File: config.mk
export PLATFORM = sky130hd
export DESIGN_NAME = pmp_access_gate
export DESIGN_NICKNAME = d
export VERILOG_FILES = /design/src/rtl/pmp_access_gate.sv
export SDC_FILE = /design/constraint.sdc
export NUM_CORES = 1
export LEC_CHECK = 0
export ABC_AREA = 1
export CORE_UTILIZATION = 39
export DETAILED_ROUTE_END_ITERATION = 12
export PLACE_DENSITY = 0.83
export SYNTH_ARGS = -nofsm -noshare
export SYNTH_HDL_FRONTEND = slang
export SYNTH_SLANG_ARGS = --single-unit
File: constraint.sdc
create_clock -name clk_i -period 4.35 [get_ports clk_i]
set_input_delay 0.435 -clock clk_i [delete_from_list [all_inputs] [get_ports clk_i]]
set_output_delay 0.435 -clock clk_i [all_outputs]
set_load 0.02 [all_outputs]
File: src/rtl/pmp_access_gate.sv
// pmp_access_gate: single-outstanding gate between a core access port and memory.
// Each request is latched, checked against the PMP (and optional alignment rule),
// forwarded to memory if permitted, and answered with a one-cycle response strobe.
// Optional feature macro: PMP_MISALIGN_CHECK_EN (misaligned half/word faults in CHECK).
//
// state  | meaning
// IDLE   | ready for a new request
// CHECK  | PMP / legality check on the latched request
// ACCESS | memory request outstanding, wait counter running
// RESP   | one-cycle response strobe
module pmp_access_gate #(
    parameter int TIMEOUT = 16
) (
    input  logic        clk_i,
    input  logic        rst_i,
    input  logic        req_valid_i,
    output logic        req_ready_o,
    input  logic [1:0]  req_oper_i,
    input  logic [1:0]  req_size_i,
    input  logic [31:0] req_addr_i,
    input  logic [31:0] req_wdata_i,
    input  logic [1:0]  priv_mode_i,
    output logic [31:0] pmp_addr_o,
    output logic [1:0]  pmp_size_o,
    output logic [1:0]  pmp_oper_o,
    output logic [1:0]  pmp_priv_o,
    input  logic [1:0]  pmp_permission_i,
    output logic        mem_valid_o,
    output logic        mem_we_o,
    output logic [31:0] mem_addr_o,
    output logic [31:0] mem_wdata_o,
    output logic [1:0]  mem_size_o,
    input  logic        mem_ack_i,
    input  logic [31:0] mem_rdata_i,
    output logic        resp_valid_o,
    output logic        resp_fault_o,
    output logic [31:0] resp_rdata_o,
    output logic [3:0]  resp_cause_o,
    output logic [31:0] resp_tval_o
);

    typedef enum logic [1:0] {
        S_IDLE   = 2'd0,
        S_CHECK  = 2'd1,
        S_ACCESS = 2'd2,
        S_RESP   = 2'd3
    } state_t;

    localparam logic [1:0] OP_LOAD  = 2'b00;
    localparam logic [1:0] OP_STORE = 2'b01;
    localparam logic [1:0] OP_FETCH = 2'b10;
    localparam logic [1:0] OP_RSVD  = 2'b11;
    localparam logic [1:0] SZ_RSVD  = 2'b11;
    localparam logic [7:0] CNT_LAST = 8'(TIMEOUT - 1);

    state_t      state_q, state_d;
    logic [1:0]  oper_q, size_q, priv_q;
    logic [31:0] addr_q, wdata_q;
    logic [7:0]  cnt_q;
    logic        fault_q;
    logic [3:0]  cause_q;
    logic [31:0] rdata_q, tval_q;

    logic        chk_fault;
    logic [3:0]  chk_cause;
    logic [3:0]  acc_cause;
    logic        timeout_hit;
    logic        unused_perm;

    // Only bit0 of the PMP answer carries meaning.
    assign unused_perm = pmp_permission_i[1];

    // Access-fault cause by operation; reserved oper reports the fetch cause.
    always_comb begin
        case (oper_q)
            OP_LOAD:  acc_cause = 4'd5;
            OP_STORE: acc_cause = 4'd7;
            default:  acc_cause = 4'd1;
        endcase
    end

    // Legality and permission check, evaluated while in CHECK.
    always_comb begin
        chk_fault = 1'b0;
        chk_cause = 4'd0;
        if (oper_q == OP_RSVD) begin
            chk_fault = 1'b1;
            chk_cause = 4'd1;
        end else if (size_q == SZ_RSVD) begin
            chk_fault = 1'b1;
            chk_cause = acc_cause;
`ifdef PMP_MISALIGN_CHECK_EN
        end else if ((size_q == 2'b01 && addr_q[0]) ||
                     (size_q == 2'b10 && addr_q[1:0] != 2'b00)) begin
            chk_fault = 1'b1;
            case (oper_q)
                OP_LOAD:  chk_cause = 4'd4;
                OP_STORE: chk_cause = 4'd6;
                default:  chk_cause = 4'd0;
            endcase
`endif
        end else if (!pmp_permission_i[0]) begin
            chk_fault = 1'b1;
            chk_cause = acc_cause;
        end
    end

    // The last allowed wait cycle; an ack in this same cycle still completes normally.
    assign timeout_hit = (cnt_q == CNT_LAST);

    // State register.
    always_ff @(posedge clk_i or posedge rst_i) begin
        if (rst_i) state_q <= S_IDLE;
        else       state_q <= state_d;
    end

    // Next-state logic.
    always_comb begin
        state_d = state_q;
        case (state_q)
            S_IDLE:   if (req_valid_i) state_d = S_CHECK;
            S_CHECK:  state_d = chk_fault ? S_RESP : S_ACCESS;
            S_ACCESS: if (mem_ack_i || timeout_hit) state_d = S_RESP;
            S_RESP:   state_d = S_IDLE;
            default:  state_d = S_IDLE;
        endcase
    end

    // State-decoded outputs; decoded from state_q so reset clears them at once.
    always_comb begin
        req_ready_o  = 1'b0;
        mem_valid_o  = 1'b0;
        mem_we_o     = 1'b0;
        resp_valid_o = 1'b0;
        case (state_q)
            S_IDLE:   req_ready_o = 1'b1;
            S_ACCESS: begin
                mem_valid_o = 1'b1;
                mem_we_o    = (oper_q == OP_STORE);
            end
            S_RESP:   resp_valid_o = 1'b1;
            default:  ;
        endcase
    end

    // Request latch, wait counter and response capture.
    always_ff @(posedge clk_i or posedge rst_i) begin
        if (rst_i) begin
            oper_q  <= 2'b00;
            size_q  <= 2'b00;
            priv_q  <= 2'b00;
            addr_q  <= 32'd0;
            wdata_q <= 32'd0;
            cnt_q   <= 8'd0;
            fault_q <= 1'b0;
            cause_q <= 4'd0;
            rdata_q <= 32'd0;
            tval_q  <= 32'd0;
        end else begin
            case (state_q)
                S_IDLE: begin
                    if (req_valid_i) begin
                        oper_q  <= req_oper_i;
                        size_q  <= req_size_i;
                        priv_q  <= priv_mode_i;
                        addr_q  <= req_addr_i;
                        wdata_q <= req_wdata_i;
                    end
                end
                S_CHECK: begin
                    cnt_q <= 8'd0;
                    if (chk_fault) begin
                        fault_q <= 1'b1;
                        cause_q <= chk_cause;
                        tval_q  <= addr_q;
                        rdata_q <= 32'd0;
                    end
                end
                S_ACCESS: begin
                    if (mem_ack_i) begin
                        fault_q <= 1'b0;
                        cause_q <= 4'd0;
                        tval_q  <= 32'd0;
                        rdata_q <= (oper_q == OP_STORE) ? 32'd0 : mem_rdata_i;
                    end else begin
                        cnt_q <= cnt_q + 8'd1;
                        if (timeout_hit) begin
                            fault_q <= 1'b1;
                            cause_q <= acc_cause;
                            tval_q  <= addr_q;
                            rdata_q <= 32'd0;
                        end
                    end
                end
                default: ;
            endcase
        end
    end

    assign pmp_addr_o   = addr_q;
    assign pmp_size_o   = size_q;
    assign pmp_oper_o   = oper_q;
    assign pmp_priv_o   = priv_q;
    assign mem_addr_o   = addr_q;
    assign mem_wdata_o  = wdata_q;
    assign mem_size_o   = size_q;
    assign resp_fault_o = fault_q;
    assign resp_cause_o = cause_q;
    assign resp_rdata_o = rdata_q;
    assign resp_tval_o  = tval_q;

endmodule

Word-level counts from Yosys, hierarchy flattened
Index checks and enable logic that the tools add are counted.
{"block": "classes", "addsub": 1, "eq_ne": 12, "n_reduce_logical": 8, "mux": 34}
{"operator": "two-way mux 32 bit", "count": 7}
{"operator": "one-hot mux 32 bit (2 select lines)", "count": 2}
{"operator": "two-way mux 4 bit", "count": 6}
{"operator": "one-hot mux 8 bit (2 select lines)", "count": 1}
{"operator": "two-way mux 1 bit", "count": 11}
{"operator": "adder 8 x 1 -> 8 bit (second input constant)", "count": 1}
{"operator": "== test 2 bit (second input constant)", "count": 4}
{"operator": "== test 8 x 4 -> 1 bit (second input constant)", "count": 1}
{"operator": "two-way mux 8 bit", "count": 1}
{"operator": "!= test 2 bit (second input constant)", "count": 4}
{"operator": "one-hot mux 2 bit (4 select lines)", "count": 1}
{"operator": "one-hot mux 4 bit (2 select lines)", "count": 1}
{"operator": "one-hot mux 3 bit (2 select lines)", "count": 1}
{"operator": "AND reduction 2 bit", "count": 3}
{"operator": "== test 2 x 1 -> 1 bit (second input constant)", "count": 2}
{"operator": "zero test 2 bit", "count": 2}
{"operator": "two-way mux 2 bit", "count": 2}
{"operator": "!= test 3 bit (second input constant)", "count": 1}
{"operator": "AND reduction 3 bit", "count": 1}
{"operator": "one-hot mux 1 bit (2 select lines)", "count": 1}
{"operator": "nonzero test 2 bit", "count": 1}
{"operator": "logical OR 1 bit", "count": 1}
{"block": "word_totals", "elab_cells": 66, "regBits": 149, "output_inout_bits": 177, "inputBits": 108}

Longest topological paths before layout
{"block": "logic_depth", "word_depth": 7, "mapped_depth": 11, "mapped_depth_nobuf": 9}

Worst setup path after synthesis
OpenSTA, ideal clock, no wires.
{"block": "synth_path", "path_type": "register to register", "startpoint": "reg state_q[0]", "endpoint": "reg rdata_q[10] (netlist: resp_rdata_o[10])", "path_buffers": 3, "path_stages_with_launch": 11, "required_ns": 4.233, "arrival_time_ns": 1.744, "synth_period_minus_slack_ns": 1.861, "setup_slack_ns": 2.489, "setup_ns": 0.117, "path_cell_list": "dfrtp_1 -> inv_1 -> ha_1 -> buf_4 -> inv_1 -> nor2_4 -> o21ai_2 -> buf_4 -> buf_2 -> nand4_1 -> nand2_1"}
{"block": "synth_via", "elab_chain_cells": 3, "word_cells_on_any_way": 7, "classes_between": "4 x eq/ne; 1 x mux; 2 x reduce/logical"}
{"element": "start: declaration", "line_no": "56", "source": "state_t state_q, state_d;"}
{"element": "start signal: assignment", "line_no": "114", "source": "else state_q <= state_d;"}
{"element": "== test 2 bit / == test 2 x 1 -> 1 bit (equally long branches)", "line_no": "160", "source": "case (state_q)"}
{"element": "!= test 3 bit (no source line) (tied with other cells)"}
{"element": "AND reduction 3 bit (no source line)"}
{"element": "end signal: assignment", "line_no": "184", "source": "rdata_q <= (oper_q == OP_STORE) ? 32'd0 : mem_rdata_i;"}
{"element": "end: declaration", "line_no": "62", "source": "logic [31:0] rdata_q, tval_q;"}
Parallel ways exist; a longest one is shown, timed or not.
A chain may end at the register's enable or synchronous reset.

Worst setup path in the final report
{"block": "layout_path", "startpoint": "reg state_q[0]", "endpoint": "reg rdata_q[6] (netlist: resp_rdata_o[6])"}
Same word-level chain as after synthesis.

==> results.tsv <==
metric	value	unit
starting density of the core	39.8	%
final period utilization	66.0	%
Worst Min Path Start	resp_tval_o[26]	
hold-fix buffers at CTS	0	
P per Cell Area	861	mW/mm^2
Area growth syn-to-layout	48.1	%
GPL Wtd Cong	0.814	
critical path type	reg -> reg	
VDD IR max	0.000482	V
r2r startpoint	state_q[0]	
cts repair resizes	0	
CP startpoint kind	register	
initial antenna violation count	0	
die width	134	um
synth top area cells	dfrtp_1 (54%), mux2_2 (8.9%), nand2_1 (8.8%)	
Synth Instances	720	
Cell Area, Synth	0.00683	mm^2
unrepaired setup endpoints after global routing	false	
sequential power share	28.4	%
drc violations	0	
Crit path largest cell delay	0.94	ns
Ys Warns	0	
Clk pin slew, worst setup/hold paths	0.06	ns
final setup fails	0	
fin cells	1181	
post-DR vias/cell	4.96	
setup TNS	0	ns
TritonCTS clock tree	yes	
fmax	348	MHz
Tightest Pin Transition	1.25	ns
share of cells above drive strength 1	10.4	%
R2R Path End	resp_rdata_o[6]	
Metal-1 WL	7780	um
Final min period	2.87	ns
Initial DRC Count	313	
WL met2	9630	um
Avg WL per Cell	16.2	um
CP Max Fanout	37	
crit path capture type	register	
nets	1058	
Post-DRT Antenna Nets	0	
dpl hpwl	12300	um
logic gate share of total power	54.8	%
Worst Path Required	4.70	ns
worst min-delay path category	reg -> reg	
global route total overflow	0	
number of synthesized flops with an enable pin	0	
R2R cell count	7	
number of iterations in the first detailed-routing pass	5	
reg2reg setup slack	1.48	ns
Rows	48	
largest net degree at the start of global routing	149	
Clock Latency Late Sink	0.41	ns
Max Cap Viol	0	
asr flop ratio synth	100	%
Core ar.	0.0172	mm^2
Final Hold Fails	0	
DIE AREA	0.0180	mm^2
Sw Ratio	42.3	%
clock network power share	16.8	%
placed cells	1150	
met3 WL	1520	um
Synth Net Count	834	
final instance area	0.0101	mm^2
H-tree depth	4	
ant diodes	0	
Place WS	1.44	ns
hold path depth	2	
top routing layer used	met4	
vias in the first global route	5965	
Yosys cell types	22	
CTS buffer count	17	
Port Buffer Count	282	
number of fill cells	1448	
Crit-path slowest cell	nand3_1	
Slew HR	16.2	%
arrival time of the worst setup path	3.22	ns
CTS max path bufs	2	
clock sink total	148	
sequential share of the synthesized area	54.2	%
clock root buffer	clkbuf_16	
top cells by count, synth	nand2_1 (160), dfrtp_1 (148), nand4_1 (69), nor2_1 (59), inv_1 (58)	
DR vias	5853	
Most used DFF post-synth	dfrtp_1	
leakage power	4.73	nW
Int Pwr	5.03	mW
Clock Skew	0.00872	ns
worst path cell trace	inv_1, ha_2, buf_4, nand3_1, nor2_1, nand4_1, nand2_1	
Switch Pwr	3.68	mW
Routed WL	19200	um
Setup WS post-layout	1.48	ns
post-CTS setup buffer count	0	
run status	finished clean	
first-pass GRT wire length	30300	um
I/O pin cnt	285	
Max Slew Vio Count	0	
Hold Path End	resp_tval_o[26]	
post-synth top area share	54.2	%
Die Y	134	um
post-synth top area cell	dfrtp_1	
Area after DPL	0.00952	mm^2
Mean Syn Cell Area	9.48	um^2
count leader, synth	nand2_1	
gr usage total	21.6	%
FF+latch count, synth	148	
-- critical path, delay by kind of cell (launching register included) --
kind                     cells  cell delay, ns
adder cells (fa/ha/maj)      1            0.20
buffers and inverters        2            0.53
AND/OR/NAND/NOR              4            1.64
flip-flops                   1            0.43
-- flip-flops by register name, indices dropped and copies added, names as in the netlist, 3 cells and up --
name and cells:
cnt_q 8, mem_wdata_o 32, mem_addr_o 32, resp_cause_o 3, resp_rdata_o 32, resp_tval_o 32
-- per-layer routing --
layer  track usage (%)  vias up
met4              6.99        0
met1              25.1     2830
li1                  -     2775
met2              38.1      231
met5                 0        -
met3              6.12       17
-- through the flow --
| stage | hold WS [ns] | utilization (%) | power, mW |
|---|---|---|---|
| 6_report | 0.469 | 58.9 | 8.71 |
| 5_1_grt | 0.487 | 58.9 | 9.23 |
| 4_1_cts | 0.472 | 58.9 | 8.80 |
| 3_5_place_dp | 0.457 | 55.4 | 7.28 |
| 3_3_place_gp | 0.453 | 55.4 | 7.17 |
| 2_1_floorplan | 0.459 | - | 5.32 |
-- power groups by stage --
| stage | Combinational, mW | Clock [mW] | Sequential, mW |
|---|---|---|---|
| 2_1_floorplan | 2.15 | 0 | 3.17 |
| 3_3_place_gp | 4.71 | 0 | 2.46 |
| 3_5_place_dp | 4.79 | 0 | 2.50 |
| 4_1_cts | 4.81 | 1.50 | 2.48 |
| 5_1_grt | 5.11 | 1.56 | 2.56 |
| 6_report | 4.77 | 1.46 | 2.48 |
-- cell usage in the layout (no fill, tap or decap), types with 2 or more instances in the layout --
| master | netlist | layout |
|---|---|---|
| a21boi_0 | 17 | 17 |
| a21oi_1 | 34 | 34 |
| buf_4 | 39 | 6 |
| bufinv_16 | 0 | 3 |
| clkbuf_16 | 0 | 17 |
| clkdlybuf4s50_1 | 0 | 281 |
| clkinv_2 | 0 | 4 |
| clkinv_4 | 0 | 3 |
| clkinvlp_4 | 0 | 3 |
| dfrtp_1 | 148 | 148 |
| ha_1 | 6 | 4 |
| ha_2 | 0 | 2 |
| inv_1 | 58 | 57 |
| mux2_2 | 54 | 54 |
| nand2_1 | 160 | 159 |
| nand3_1 | 16 | 16 |
| nand3b_1 | 2 | 2 |
| nand4_1 | 69 | 69 |
| nor2_1 | 59 | 59 |
| o21ai_0 | 8 | 8 |
-- worst max-delay path by stage --
| stage | start | end | slack [ns] | cells after the start |
|---|---|---|---|---|
| 6_report | state_q[0] | resp_rdata_o[6] | 1.48 | 7 |
| 5_1_grt | state_q[0] | resp_rdata_o[12] | 1.17 | 7 |
| 4_1_cts | state_q[0] | resp_rdata_o[12] | 1.43 | 7 |
| 3_5_place_dp | state_q[0] | resp_rdata_o[12] | 1.44 | 7 |
| 3_3_place_gp | state_q[0] | resp_rdata_o[12] | 1.51 | 7 |
| 2_1_floorplan | rst_i | cnt_q[0] | 2.05 | 1 |
-- layout make-up --
| class | count | area, um^2 | area share, % |
|---|---|---|---|
| sequential | 148 | 3700 | 36.6 |
| timing repair buffer | 289 | 2880 | 28.5 |
| multi-input combinational | 430 | 2430 | 24.1 |
| clock buffer | 18 | 429 | 4.24 |
| tap | 225 | 282 | 2.78 |
| inverter | 58 | 221 | 2.19 |
| clock inverter | 13 | 160 | 1.58 |
-- kinds of logic after synthesis --
group                      Yosys count  synth area share [%]
and+or+nand+nor                    308                  20.1
buffers and inverters              142                  10.4
other                                1                0.0549
muxes                               54                  8.91
AOI/OAI and AO/OA                   60                  5.08
adders and majority gates            6                  1.10
xor gates and xnor gates             1                 0.128
DFF                                148                  54.2
(Power assumes the default switching activity.)
